### config.mk
export PLATFORM = sky130hd
export DESIGN_NAME = multi_edge_detector
export DESIGN_NICKNAME = d
export VERILOG_FILES = /design/src/rtl/edge_det_pkg.sv /design/src/rtl/edge_det_chan.sv /design/src/rtl/multi_edge_detector.sv
export SDC_FILE = /design/constraint.sdc
export NUM_CORES = 1
export LEC_CHECK = 0
export ABC_AREA = 0
export BUFFER_PORTS_ARGS = -buffer_cell sky130_fd_sc_hd__buf_2
export CAP_MARGIN = 5
export CORE_MARGIN = 5
export CORE_UTILIZATION = 46
export CTS_CLUSTER_DIAMETER = 50
export DETAILED_ROUTE_END_ITERATION = 8
export MAX_ROUTING_LAYER = met4
export PLACE_DENSITY = 0.78
export SYNTH_ARGS = -nofsm -noshare
export SYNTH_HDL_FRONTEND = slang
export SYNTH_HIERARCHICAL = 1
export SYNTH_SLANG_ARGS = --single-unit
export TNS_END_PERCENT = 30
### constraint.sdc
create_clock -name clk -period 1.1 [get_ports clk]
set_input_delay 0.11 -clock clk [delete_from_list [all_inputs] [get_ports clk]]
set_output_delay 0.11 -clock clk [all_outputs]
set_load 0.005 [all_outputs]
### src/rtl/edge_det_pkg.sv
// Shared encodings for the multi-channel edge detector.
package edge_det_pkg;
  localparam int MODE_W = 2;

  localparam logic [MODE_W-1:0] MODE_OFF  = 2'b00;
  localparam logic [MODE_W-1:0] MODE_RISE = 2'b01;
  localparam logic [MODE_W-1:0] MODE_FALL = 2'b10;
  localparam logic [MODE_W-1:0] MODE_BOTH = 2'b11;
endpackage

### src/rtl/edge_det_chan.sv
// One edge-detector channel: synchroniser, debounce filter, registered rise/fall pulses.
// rise_next/fall_next expose the pre-register pulses so the top can register qualified events alongside.
module edge_det_chan #(
  parameter int SYNC_STAGES = 2,
  parameter int DEBOUNCE    = 3
) (
  input  logic clk,
  input  logic rst,
  input  logic sig_in,
  output logic rise_next,
  output logic fall_next,
  output logic rising_edge,
  output logic falling_edge
);
  localparam int CW = (DEBOUNCE <= 1) ? 1 : $clog2(DEBOUNCE + 1);
  localparam logic [CW-1:0] C_LAST = (DEBOUNCE <= 1) ? '0 : CW'(DEBOUNCE - 1);

  logic [SYNC_STAGES-1:0] sync_q, sync_d;
  logic [CW-1:0]          cnt_q, cnt_d;
  logic                   f_q, f_d;
  logic                   rise_q, rise_d;
  logic                   fall_q, fall_d;
  logic                   s;

  assign s = sync_q[SYNC_STAGES-1];

  always_comb begin
    sync_d = {sync_q[SYNC_STAGES-2:0], sig_in};
    f_d    = f_q;
    cnt_d  = cnt_q;
    if (DEBOUNCE <= 1) begin
      f_d   = s;
      cnt_d = '0;
    end else if (s == f_q) begin
      cnt_d = '0;
    end else if (cnt_q == C_LAST) begin
      f_d   = s;
      cnt_d = '0;
    end else begin
      cnt_d = cnt_q + CW'(1);
    end
    rise_d = f_d & ~f_q;
    fall_d = ~f_d & f_q;
  end

  always_ff @(posedge clk or posedge rst) begin
    if (rst) begin
      sync_q <= '0;
      cnt_q  <= '0;
      f_q    <= 1'b0;
      rise_q <= 1'b0;
      fall_q <= 1'b0;
    end else begin
      sync_q <= sync_d;
      cnt_q  <= cnt_d;
      f_q    <= f_d;
      rise_q <= rise_d;
      fall_q <= fall_d;
    end
  end

  assign rise_next    = rise_d;
  assign fall_next    = fall_d;
  assign rising_edge  = rise_q;
  assign falling_edge = fall_q;
endmodule

### src/rtl/multi_edge_detector.sv
// N-channel edge detector with mode-qualified events, sticky pending flags and summary irq.
// Define EDGE_CNT_EN to build per-channel saturating event counters; otherwise evt_cnt is zero.
module multi_edge_detector
  import edge_det_pkg::*;
#(
  parameter int N           = 4,
  parameter int SYNC_STAGES = 2,
  parameter int DEBOUNCE    = 3,
  parameter int CNT_W       = 8
) (
  input  logic                clk,
  input  logic                rst,
  input  logic [N-1:0]        signal,
  input  logic [MODE_W*N-1:0] mode,
  input  logic [N-1:0]        clr,
  output logic [N-1:0]        rising_edge,
  output logic [N-1:0]        falling_edge,
  output logic [N-1:0]        event_pulse,
  output logic [N-1:0]        pending,
  output logic                irq,
  output logic [N*CNT_W-1:0]  evt_cnt
);
  logic [N-1:0] rise_nx, fall_nx;
  logic [N-1:0] event_q, event_d;
  logic [N-1:0] pending_q, pending_d;

  for (genvar i = 0; i < N; i++) begin : g_chan
    edge_det_chan #(
      .SYNC_STAGES(SYNC_STAGES),
      .DEBOUNCE   (DEBOUNCE)
    ) u_chan (
      .clk         (clk),
      .rst         (rst),
      .sig_in      (signal[i]),
      .rise_next   (rise_nx[i]),
      .fall_next   (fall_nx[i]),
      .rising_edge (rising_edge[i]),
      .falling_edge(falling_edge[i])
    );
  end

  // Set takes priority over clear so an event landing with clr is never lost.
  always_comb begin
    event_d   = '0;
    pending_d = '0;
    for (int i = 0; i < N; i++) begin
      logic [MODE_W-1:0] md;
      md = mode[MODE_W*i +: MODE_W];
      event_d[i] = (rise_nx[i] & ((md == MODE_RISE) | (md == MODE_BOTH)))
                 | (fall_nx[i] & ((md == MODE_FALL) | (md == MODE_BOTH)));
      pending_d[i] = event_q[i] | (pending_q[i] & ~clr[i]);
    end
  end

  always_ff @(posedge clk or posedge rst) begin
    if (rst) begin
      event_q   <= '0;
      pending_q <= '0;
    end else begin
      event_q   <= event_d;
      pending_q <= pending_d;
    end
  end

  assign event_pulse = event_q;
  assign pending     = pending_q;
  assign irq         = |pending_q;

`ifdef EDGE_CNT_EN
  logic [CNT_W-1:0] cnt_q [N];
  logic [CNT_W-1:0] cnt_d [N];

  always_comb begin
    for (int i = 0; i < N; i++) begin
      cnt_d[i] = cnt_q[i];
      if (clr[i]) begin
        cnt_d[i] = event_q[i] ? CNT_W'(1) : '0;
      end else if (event_q[i] && (cnt_q[i] != '1)) begin
        cnt_d[i] = cnt_q[i] + CNT_W'(1);
      end
    end
  end

  always_ff @(posedge clk or posedge rst) begin
    if (rst) begin
      for (int i = 0; i < N; i++) cnt_q[i] <= '0;
    end else begin
      for (int i = 0; i < N; i++) cnt_q[i] <= cnt_d[i];
    end
  end

  always_comb begin
    evt_cnt = '0;
    for (int i = 0; i < N; i++) evt_cnt[i*CNT_W +: CNT_W] = cnt_q[i];
  end
`else
  assign evt_cnt = '0;
`endif
endmodule

Word level (Yosys, flattened, before mapping)
Cells that the tools add are included.

storage, ports and cells
  output and inout port bits = 49
  flip-flop bits (word level) = 36
  input port bits = 18

cells by class
  eq/ne operators = 20
  bitwise gates (word level) = 48
  reduce and logical (&&, ||, !) cells = 1
  add/sub/neg operators = 4
  mux-type cells = 16

operators with widths
  operator               count
  $eq A2 B2 Y1 const B   12
  $and A1 B1 Y1          20
  $mux W2                8
  $or A1 B1 Y1           16
  $not A1 Y1             12
  $add A2 B1 Y2 const B  4
  $eq A2 B1 Y1 const B   4
  $mux W1                8
  $eq A1 B1 Y1           4
  $reduce_or A4 Y1       1

Logic depth before layout (Yosys ltp)
Gate-level depths: netlist (run 1).

  depth in word-level cells = 7
  gate-level depth with buffers = 3
  mapped depth without buffers = 3

Hierarchy
Netlist (run 1), hierarchy kept.

modules (own cells, without submodules)
  module               area an instance (sq um)  times used  cells each
  edge_det_chan        244.0                     4           15
  multi_edge_detector  536.8                     1           55

Worst setup path after synthesis (run 1)
OpenSTA, ideal clock, no wires.

  path kind = register to output
  from = reg pending_q[0], in the netlist pending[0]
  to = out irq
  path buffers = 0
  data arrival time = 0.909 ns
  required time = 0.990 ns
  stages on the path, launching flop included = 2
  setup slack = 0.081 ns
  cells stage by stage = dfrtp_1 -> or4_1

on the way
  word-level cells in the longest chain between the ends = 1

RTL lines
  item                    RTL line                   RTL
  from (decl)             multi_edge_detector.sv:25  logic [N-1:0] pending_q, pending_d;
  from (signal assigned)  multi_edge_detector.sv:61  pending_q <= pending_d;
  $reduce_or A4 Y1        multi_edge_detector.sv:67  assign irq = |pending_q;
  to (decl)               multi_edge_detector.sv:20  output logic irq,

Every way passes these cells.

Final worst setup path (run 1)
  from = reg pending_q[2], in the netlist pending[2]
  to = out irq

Same word-level chain as after synthesis.

==> results of run 1 <==
synth_stat cells:
| master | n | share of area |
|---|---|---|
| a21o_1 | 3 | 0.015 |
| a22o_1 | 4 | 0.023 |
| inv_1 | 9 | 0.022 |
| nor3b_1 | 12 | 0.060 |
| nand2b_4 | 4 | 0.036 |
| conb_1 | 1 | 0.0025 |
| xnor2_1 | 4 | 0.023 |
| or4_1 | 1 | 0.0050 |
| a21o_2 | 1 | 0.0058 |
| nor3_1 | 4 | 0.013 |
| dfrtp_1 | 36 | 0.60 |
| buf_4 | 32 | 0.16 |
| mux2_4 | 4 | 0.040 |
per-stage QoR:
stage | utilization | hold slack, ns | total power (uW) | setup WS [ns]
5_1_grt | 0.606 | 0.0153 | 4060 | -0.418
3_5_place_dp | 0.527 | 0.0915 | 2750 | -0.0297
4_1_cts | 0.599 | 0.000991 | 3850 | -0.390
6_report | 0.606 | 0.0213 | 3820 | -0.367
3_3_place_gp | 0.527 | 0.0849 | 2670 | 0.00515
2_1_floorplan | - | -0.0866 | 2530 | 0.0808
repair_timing:
item,4_1_cts,5_1_grt
endpoints found under the hold margin,43,0
hold buffers,10,0
endpoints found under the setup margin,2,8
gates cloned,0,0
buffers inserted,1,0
pin swaps,1,0
gates resized for setup,4,7
cells by family (layout without fill, tap and decap cells):
kind of cell | Yosys count | after routing | share of synthesized area
DFF | 36 | 36 | 0.596
other | 1 | 32 | 0.00248
buffers and inverters | 41 | 64 | 0.181
and+or+nand+nor | 21 | 21 | 0.114
muxes | 4 | 4 | 0.0397
AOI/OAI and AO/OA | 8 | 8 | 0.0438
xor gates and xnor gates | 4 | 4 | 0.0232
cell type report:
type,instances,area (sq um),area share
flip-flops and latches,36,901,0.479
clock buffers,7,65.1,0.0346
inverters,9,33.8,0.0180
multi-input cells,69,494,0.263
well taps,44,55.1,0.0293
repair buffers,47,303,0.161
clock inverters,1,30.0,0.0160
power groups by stage:
stage / registers, uW / clock network [uW] / logic, uW
after floorplan: 1850 / 0 / 676
after global placement: 1860 / 0 / 813
after detailed placement: 1890 / 0 / 859
after CTS: 1870 / 1060 / 924
after global routing: 1930 / 1110 / 1020
final: 1880 / 1010 / 925
registers in the layout, summed over array words and instances, names as in the netlist:
signal,flops
g_chan.u_chan/cnt_q,8
g_chan.u_chan/sync_q,8
event_pulse,4
g_chan.u_chan/f_q,4
g_chan.u_chan/falling_edge,4
g_chan.u_chan/rising_edge,4
pending,4
routing by layer:
metal / track usage / share of wire
met1: 0.133 / 0.35
met4: 0.0532 / 0.015
met2: 0.221 / 0.55
met3: 0.0399 / 0.087
met5: - / 0
path summary, 6_finish.rpt:
path | startpoint | to | slack [ns] | depth (start not counted)
setup / recovery | pending[2] | irq | -0.37 | 2
min in group asynchronous | rst | g_chan[3].u_chan/cnt_q[1] | 0.28 | 3
hold reg to reg | g_chan[3].u_chan/sync_q[0] | g_chan[3].u_chan/sync_q[1] | 0.36 | 0
setup reg to reg | g_chan[3].u_chan/cnt_q[0] | event_pulse[3] | 0.07 | 3
hold / removal | mode[0] | event_pulse[0] | 0.02 | 2
max in group asynchronous | rst | event_pulse[0] | 0.56 | 3
==> results.txt, run 1 <==
The worst path in the final design needs a cycle of 1.47 ns, including I/O delays and setup. The kind of cell with the highest combined delay along the critical path is simple AND/OR/NAND/NOR gates. The number of slew-limit violations in the final report came to 0. The initial antenna violation count came to 0. The half-perimeter wire length after placement came out at 1990 microns. For this run, the register share of the synthesized area comes to 0.596. The required time of the worst setup path came out at 0.99 ns. In this run, CTS created clock tree buffers numbering 5.

The number of port buffers came out at 34. The root buffer cell is clkbuf_4. The total non-filler cell area in the finished layout is 0.00188 sq mm. The number of antenna repair diodes is 0. The largest net degree at the start of global routing is 12.

After the first detailed-routing iteration, the DRC count stood at 10. The worst voltage drop across the vdd grid came out at 0.00107 V. The final-report hold violation count came out at 0. The number of max-cap violations is 0. The clock tree from TritonCTS is built.

The power share of the combinational group is 0.242. The slowest stage cell on the critical path is or4_1. The floorplan has 20 rows. In the final routed layout, each cell accounts on average for 12.1 microns. The internal power of the cells totals 2790 uW. The synthesized area divided by synthesized cell count is 13.2 sq um. The tree built by TritonCTS fans out to 36 sinks. The synthesized instance count is 115.

Power spread over the standard cell area amounts to 2030 mW/mm^2. The last weighted congestion value of the routability-driven placer came out at 0.655. The effective utilization at floorplan is 0.488. Of the total power, the share spent switching nets is 0.268. The clock insertion delay at the later pin of the skew report is 0.33 ns. The setup path with the least slack is of type reg2out. The worst setup path is launched from a flop. The die is 67.3 microns tall. The library cell used most frequently in the layout, excluding fill and tap cells, is dfrtp_1. The all-layer global routing usage is 0.127. The worst-path maximum fanout came out at 2.

Summed over all failing endpoints, the final setup total negative slack is -0.367 ns. The leakage component of the power came out at 0.00104 uW. The placed cell count is 195. The tightest min-delay check is of the in2reg type. The share of total power dissipated in sequential elements is 0.492. STA puts the critical path data arrival time at 1.36 ns. The wire length of the first global-routing pass is 4080 microns. The final reports fail on setup timing. The die covers 0.00454 sq mm. Before antenna repair, the detailed router went through 3 iterations. In the layout the commonest cells are dfrtp_1, buf_2, conb_1. The total of fill cells in the finished design is 253. The width of the chip is 67.3 microns. The number of warnings printed during yosys synthesis is 6. The number of H-tree levels is 2.

The count of state elements after synthesis is 36. The number of global-route vias before repair came out at 908. In the finished design, the share of the clock period the worst path needs comes to 1.33. Of the cells placed in the final design, the portion with a size suffix greater than 1 is 0.367.

Counting both buffers and inverters, the worst setup path holds a total of 1. Traced cell by cell, the critical path runs through or4_1 -> buf_2. The area added between synthesis and finish is 24.4%. The final routed wirelength across all metal layers is 2590 microns. The I/O pin count came out at 67.

After global routing the overflow that remains totals 0. The category of the worst setup path capture point is a primary output. Setup repair after global routing could not meet its margin everywhere. The final routed DRC violation total came out at 0. The clock group share of total power came out at 0.266. The net switching power is 1030 uW. In this design, the stage delay of the slowest critical-path cell is 0.51 ns. The maximum clock skew at final layout is 0.00989 ns.

The final setup slack of the worst path is -0.367 ns. The clock-pin transition on the worst setup and hold timing paths came out at 0.09 ns. The number of nets at the end of the flow is 186. The placeable core area is 0.00310 sq mm. The run finished, with violations left. The post-synth design cell area came out at 0.00151 sq mm.

The maximum clock path buffer count is 2. The routed via count is 898. The via density per instance came out at 4.22.

The number of cells in the finished layout apart from fillers is 213. The total placed instance area came out at 0.00164 sq mm. Setup violations remaining at the end of the flow were counted as 1. The maximum clock rate came out at 681 MHz.

The number of nets still failing antenna checks after routing came out at 0. Yosys mapped the design onto 13 distinct sky130hd cell types.
(Power assumes the default switching activity.)
==> run 2, diff against run 1 <==
--- a/config.mk
+++ b/config.mk
@@ -8,7 +8,6 @@
 export ABC_AREA = 0
 export BUFFER_PORTS_ARGS = -buffer_cell sky130_fd_sc_hd__buf_2
 export CAP_MARGIN = 5
-export CORE_MARGIN = 5
 export CORE_UTILIZATION = 46
 export CTS_CLUSTER_DIAMETER = 50
 export DETAILED_ROUTE_END_ITERATION = 8
==> run 2 against run 1 <==
Effect of this change:
- final cell count unchanged
- register-to-register slack got worse by 0.03 ns
- core utilization down 0.24 points
- clock-buffer cell count unchanged
- flip-flop and latch count unchanged
- die area fell by 22%
- sequential power about the same
- critical endpoint unchanged
- the flow still finishes with violations (setup timing)
- maximum frequency is 1.5% higher
- critical path type unchanged
==> results.txt, run 2 (synthesis gave the netlist of run 1 again) <==
The run finished, with violations left. The final reports fail on setup timing. The leakage component of the power came out at 0.00104 uW (-0.81%). The final setup slack of the worst path is -0.346 ns (+0.0211 ns). The area added between synthesis and finish came out at 22.9%. The I/O pin count is 67 (unchanged). Leaving out fill and tap cells, the most frequent cells in the layout are dfrtp_1, conb_1, buf_2. The maximum clock skew at final layout is 0.00551 ns (-0.00438 ns). The residual overflow from global routing came out at 0 (unchanged).

The net switching power is 998 uW (-2.6%). Setup repair after global routing could not meet its margin everywhere. The setup violation total in the final timing report came out at 2 (+1). The number of antenna repair diodes is 0 (unchanged). The post-route fraction of the period consumed by the critical path was 1.31 (-0.0192). The internal power component came out at 2560 uW (-8.4%). The clock buffer count from CTS is 5 (unchanged). The row count is 20 (unchanged). The required time of the worst setup path is 0.99 ns (about the same). The placeable core area is 0.00308 sq mm (-0.81%). The areal power density over the cells came out at 1910 mW/mm^2 (-5.7%). The number of nets still failing antenna checks after routing is 0 (unchanged).

The effective utilization at floorplan came out at 0.491 (+0.00396). The tree is rooted in a clkbuf_4. The wire length of the first global-routing pass is 3620 microns (-11%). The DRC violation total after the first TritonRoute iteration is 4 (-6). The number of global-route vias before repair is 848 (-6.6%).

The TritonCTS sink count came out at 36 (unchanged). The maximum clock rate was 691 MHz (+1.5%). The type of the most critical hold path is in2reg. The switching portion of total power is 0.281 (+0.0122). The die footprint is 0.00352 sq mm (-22%). TritonCTS built the clock tree. The worst setup slack before clock tree synthesis came out at -0.0106 ns (+0.0191 ns). The number of iterations in the first detailed-routing pass is 4 (+1). The width of the chip is 59.3 microns (-12%). The power share of the combinational group is 0.259 (+0.017). STA classifies the critical path endpoint as a primary output. The routed via count is 882 (-1.8%). The largest registers in the layout are g_chan.u_chan/cnt_q (8), g_chan.u_chan/sync_q (8). The arrival time at the worst endpoint was 1.34 ns (-0.02 ns). The share of total power in sequential cells came out at 0.529 (+0.037). The number of port buffers came out at 34 (unchanged). The final routed DRC violation total came out at 0 (unchanged). The vertical die dimension came out at 59.3 microns (-12%). The worst voltage drop across the vdd grid is 0.00102 V (-3.9%). The average wire per standard cell came to 10.5 microns (-13%). Leaving out fill and tap cells, the most frequent cell in the layout is dfrtp_1.

The worst hold margin is 0.0252 ns (+0.00388 ns). The time the final worst path needs with I/O delays and setup is 1.45 ns (-0.0211 ns). The initial antenna violation count is 0 (unchanged). The all-layer global routing usage is 0.151 (+0.0241).

The via density per instance came out at 4.14 (-1.8%). The clock-pin transition on the worst setup and hold timing paths is 0.10 ns (about the same). The clock insertion delay at the later pin of the skew report was 0.33 ns (about the same).

The maximum clock path buffer count is 2 (unchanged). The worst-path maximum fanout came out at 2 (unchanged). The half-perimeter wire length after placement is 1650 microns (-17%). The largest net degree at the start of global routing is 11 (-1).

The number of max-cap violations was 0 (unchanged). The critical path is of the reg2out type. The number of slew-limit violations in the final report is 0 (unchanged).

STA classifies the critical path startpoint as a flop. The last weighted congestion value of the routability-driven placer is 0.737 (+13%). The number of H-tree levels is 2 (unchanged). The final-report hold violation count came to 0 (unchanged). The final routed wirelength across all metal layers is 2240 microns (-13%). The share of final-layout standard cells stronger than drive strength 1 came out at 0.343 (-0.0237). The clock group share of total power came out at 0.212 (-0.054).

The number of nets at the end of the flow came out at 187 (+0.54%).
[run 2: changes by cell type in the layout (fill, tap and decap cells not counted), sizes merged]
cell and change:
dlygate4sd3 +1, bufinv -1
[run 2: final cells by class]
| class | count | area, sq um |
|---|---|---|
| clock buffer | 7 | 65.1 |
| tap | 44 | 55.1 |
| timing repair buffer | 48 | 319 |
| sequential | 36 | 901 |
| inverter | 9 | 33.8 |
| fill | 270 | 1220 |
| multi-input combinational | 69 | 485 |
[run 2: final timing paths]
kind	start	to	slack, ns	cells past startpoint
max reg2reg	g_chan[3].u_chan/cnt_q[0]	event_pulse[3]	0.04	3
max	pending[1]	irq	-0.35	2
min reg2reg	g_chan[1].u_chan/sync_q[0]	g_chan[1].u_chan/sync_q[1]	0.35	0
min	mode[5]	event_pulse[2]	0.03	2
max in group asynchronous	rst	pending[0]	0.58	3
min in group asynchronous	rst	g_chan[2].u_chan/f_q	0.27	3
[run 2: critical path, cell delays in order (launching register included)]
cell and delay [ns]:
dfrtp_1 0.38, or4_1 0.50, buf_2 0.14
[run 2: power groups by stage]
stage	Clock, uW	Sequential [uW]	Combinational (uW)
floorplan	0	1850	676
global placement	0	1860	794
detailed placement	0	1880	834
CTS	785	1870	895
global route	851	1920	1020
finish	756	1880	920
[run 2: stage by stage]
step / TNS [ns] / instance area (sq um) / cells / power [uW] / utilization
2_1_floorplan: 0 / 1630 / 146 / 2530 / -
3_3_place_gp: 0 / 1630 / 194 / 2650 / 0.529
3_5_place_dp: -0.0106 / 1630 / 194 / 2720 / 0.529
4_1_cts: -0.438 / 1830 / 213 / 3550 / 0.595
5_1_grt: -0.619 / 1860 / 213 / 3790 / 0.604
6_report: -0.398 / 1860 / 213 / 3560 / 0.604
[run 2: what timing repair did]
action | CTS | global route
pin swaps | 1 | 2
hold endpoints to repair | 43 | 0
hold buffers | 11 | 0
buffers inserted | 1 | 0
cloned | 0 | 0
gates resized for setup | 4 | 5
setup endpoints to repair | 3 | 7
[run 2: metal layers]
| metal | track usage | part of all wire | vias up |
|---|---|---|---|
| met1 | 0.153 | 0.39 | 421 |
| met3 | 0.0590 | 0.070 | 2 |
| met4 | 0.0714 | 0.0067 | 0 |
| met2 | 0.255 | 0.54 | 42 |
| li1 | - | - | 417 |
| met5 | - | 0 | - |
==> run 3, diff against run 2 <==
--- a/config.mk
+++ b/config.mk
@@ -6,11 +6,13 @@
 export NUM_CORES = 1
 export LEC_CHECK = 0
 export ABC_AREA = 0
+export ABC_CLOCK_PERIOD_IN_PS = 1100
 export BUFFER_PORTS_ARGS = -buffer_cell sky130_fd_sc_hd__buf_2
 export CAP_MARGIN = 5
 export CORE_UTILIZATION = 46
 export CTS_CLUSTER_DIAMETER = 50
 export DETAILED_ROUTE_END_ITERATION = 8
+export HOLD_SLACK_MARGIN = 0.06
 export MAX_ROUTING_LAYER = met4
 export PLACE_DENSITY = 0.78
 export SYNTH_ARGS = -nofsm -noshare
==> run 3 against run 2 <==
Effect of this change:
- the flow still finishes with violations (setup timing)
- worst hold slack gained 0.25 ns
- register-to-register slack lost 0.05 ns
- die area is the same
- critical path depth is the same
- via count grew 1.8%
- worst setup slack gained 0.0011 ns
- global-route usage grew 1.3 points
- combinational power grew 2%
- critical endpoint unchanged
- largest power group unchanged
- highest routed layer unchanged
==> results.txt, run 3 (synthesis gave the netlist of run 1 again) <==
The number of antenna repair diodes is 0 (unchanged). The clock buffer count from CTS is 5 (unchanged). The via density per instance is 4.10 (-0.98%). Walking the worst path, the cells encountered are or4_1 -> buf_2. The routed via count is 898 (+1.8%). The TritonCTS sink count came out at 36 (unchanged). The setup slack of the worst register-to-register path came to -0.01 ns (-0.05 ns). The worst register-to-register path begins at g_chan[3].u_chan/cnt_q[0]. The number of nets still failing antenna checks after routing is 0 (unchanged). Leaving out fill and tap cells, the most frequent cell in the layout is dfrtp_1. The cell depth of the worst flop-to-flop path was 3 (unchanged). The vertical die dimension came out at 59.3 microns (unchanged). The largest registers in the layout are g_chan.u_chan/cnt_q (8), g_chan.u_chan/sync_q (8). The clock-pin transition on the worst setup and hold timing paths came out at 0.10 ns (about the same). The time the final worst path needs with I/O delays and setup is 1.45 ns (-0.00106 ns). The final setup slack of the worst path came out at -0.345 ns (+0.00106 ns). The final routed DRC violation total came out at 0 (unchanged).

The share of final-layout standard cells stronger than drive strength 1 is 0.331 (-0.0118). The critical path in this run is classified as reg2out. The startpoint type of the worst setup path is a flop.

The aggregate negative setup slack is -0.404 ns (-0.00548 ns). The switching portion of total power is 0.281 (+0.000295). The wire length of the first global-routing pass is 3860 microns (+6.7%). The run finished, with violations left. The average wire per standard cell is 11.0 microns (+4.4%). The row count came out at 20 (unchanged). The share of total power in sequential cells came out at 0.526 (-0.003). The initial antenna violation count came to 0 (unchanged).

The maximum clock path buffer count is 2 (unchanged). The number of nets at the end of the flow came out at 193 (+3.2%). The number of iterations in the first detailed-routing pass came out at 4 (unchanged).

The clock tree from TritonCTS is built. The placeable core area came to 0.00308 sq mm (unchanged). The number of global-route vias before repair came to 876 (+3.3%). The DRC violation total after the first TritonRoute iteration came out at 4 (unchanged).

The area added between synthesis and finish came out at 26.9%. The half-perimeter wire length after placement is 1650 microns (unchanged). In this run the worst hold path is classified as in2async. The width of the chip is 59.3 microns (unchanged). The effective utilization at floorplan is 0.491 (unchanged). The number of slew-limit violations in the final report came to 0 (unchanged). The number of max-cap violations came out at 0 (unchanged). The clock insertion delay at the later pin of the skew report is 0.33 ns (about the same). The category of the worst setup path capture point is a primary output. The final-report hold violation count came to 0 (unchanged). The die footprint came out at 0.00352 sq mm (unchanged). The post-route fraction of the period consumed by the critical path came out at 1.31 (about the same). The required time of the worst setup path came out at 0.99 ns (about the same). The power share of the combinational group was 0.263 (+0.004).

The areal power density over the cells is 1860 mW/mm^2 (-2.6%). In the layout the commonest cells are dfrtp_1, conb_1, buf_2. The worst voltage drop across the vdd grid is 0.00105 V (+2.9%). The all-layer global routing usage is 0.164 (+0.0130). The I/O pin count is 67 (unchanged). The net switching power came out at 1010 uW (+0.69%). The number of H-tree levels is 2 (unchanged). Setup repair after global routing could not meet its margin everywhere. The internal power component came out at 2570 uW (+0.54%). The final routed wirelength across all metal layers is 2410 microns (+7.3%). The final reports fail on setup timing.

The worst-path maximum fanout is 2 (unchanged). The worst register-to-register path ends at event_pulse[3]. The leakage component of the power came to 0.00106 uW (+2.4%). The last weighted congestion value of the routability-driven placer was 0.737 (unchanged).

The total placed instance area is 0.00163 sq mm (unchanged). The setup violation total in the final timing report is 3 (+1). The clock group share of total power is 0.212 (about the same).

The total non-filler cell area in the finished layout came out at 0.00192 sq mm (+3.2%). CTS placed an instance of clkbuf_4 at the clock tree root. The arrival time at the worst endpoint was 1.34 ns (about the same). The slowest stage of the critical path is the or4_1 cell. The number of port buffers came out at 34 (unchanged). The maximum clock skew at final layout came to 0.00689 ns (+0.00138 ns). The maximum clock rate came out at 692 MHz (about the same). The highest cell delay on the worst timing path came out at 0.50 ns (about the same).

The residual overflow from global routing came to 0 (unchanged). The largest net degree at the start of global routing was 11 (unchanged).
run 3: cell count changes in the layout (fill, tap and decap cells not counted):
cell,delta
dlygate4sd3_1,+6
run 3: worst max path at each step:
stage,cells after the start,start,to,slack (ns)
4_1_cts,2,pending[1],irq,-0.37
6_report,2,pending[1],irq,-0.35
2_1_floorplan,1,pending[0],irq,0.08
3_5_place_dp,3,g_chan[2].u_chan/cnt_q[0],event_pulse[2],-0.01
5_1_grt,2,pending[1],irq,-0.40
3_3_place_gp,2,pending[0],irq,0.01
run 3: per-stage QoR:
step	setup WS (ns)	power (uW)	utilization	hold slack [ns]	std cells
final	-0.345	3580	0.624	0.276	219
after floorplan	0.0808	2530	-	-0.0866	146
after CTS	-0.367	3570	0.615	0.269	219
after global placement	0.0108	2650	0.529	0.0843	194
after detailed placement	-0.0106	2720	0.529	0.0878	194
after global routing	-0.404	3820	0.624	0.289	219
run 3: worst max-delay path: cells and delay by family, from the launching register on:
kind	cells	cell delay, ns
flip-flops	1	0.38
buffers and inverters	1	0.14
AND/OR/NAND/NOR	1	0.50
run 3: final cells by class:
| cell class | count | area (sq um) |
|---|---|---|
| flip-flops and latches | 36 | 901 |
| well taps | 44 | 55.1 |
| fillers | 264 | 1160 |
| clock buffers | 7 | 65.1 |
| inverters | 9 | 33.8 |
| repair buffers | 54 | 379 |
| multi-input cells | 69 | 485 |
run 3: layer usage:
| layer | part of all wire | vias up | GRT usage |
|---|---|---|---|
| met5 | 0 | - | - |
| met4 | 0.0075 | 0 | 0.0816 |
| met3 | 0.064 | 2 | 0.0655 |
| met2 | 0.53 | 43 | 0.271 |
| met1 | 0.39 | 426 | 0.168 |
| li1 | - | 427 | - |
run 3: repair_timing:
action                                 4_1_cts  5_1_grt
endpoints found under the hold margin       48        0
hold buffers                                17        0
setup endpoints to repair                    3        7
pin swaps                                    1        2
buffers inserted                             1        0
resized for setup                            4        5
run 3: power groups by stage:
stage          Clock (uW)  Combinational (uW)  Sequential (uW)
2_1_floorplan           0                 676             1850
3_3_place_gp            0                 794             1860
3_5_place_dp            0                 834             1880
4_1_cts               785                 911             1870
5_1_grt               856                1040             1920
6_report              757                 940             1880
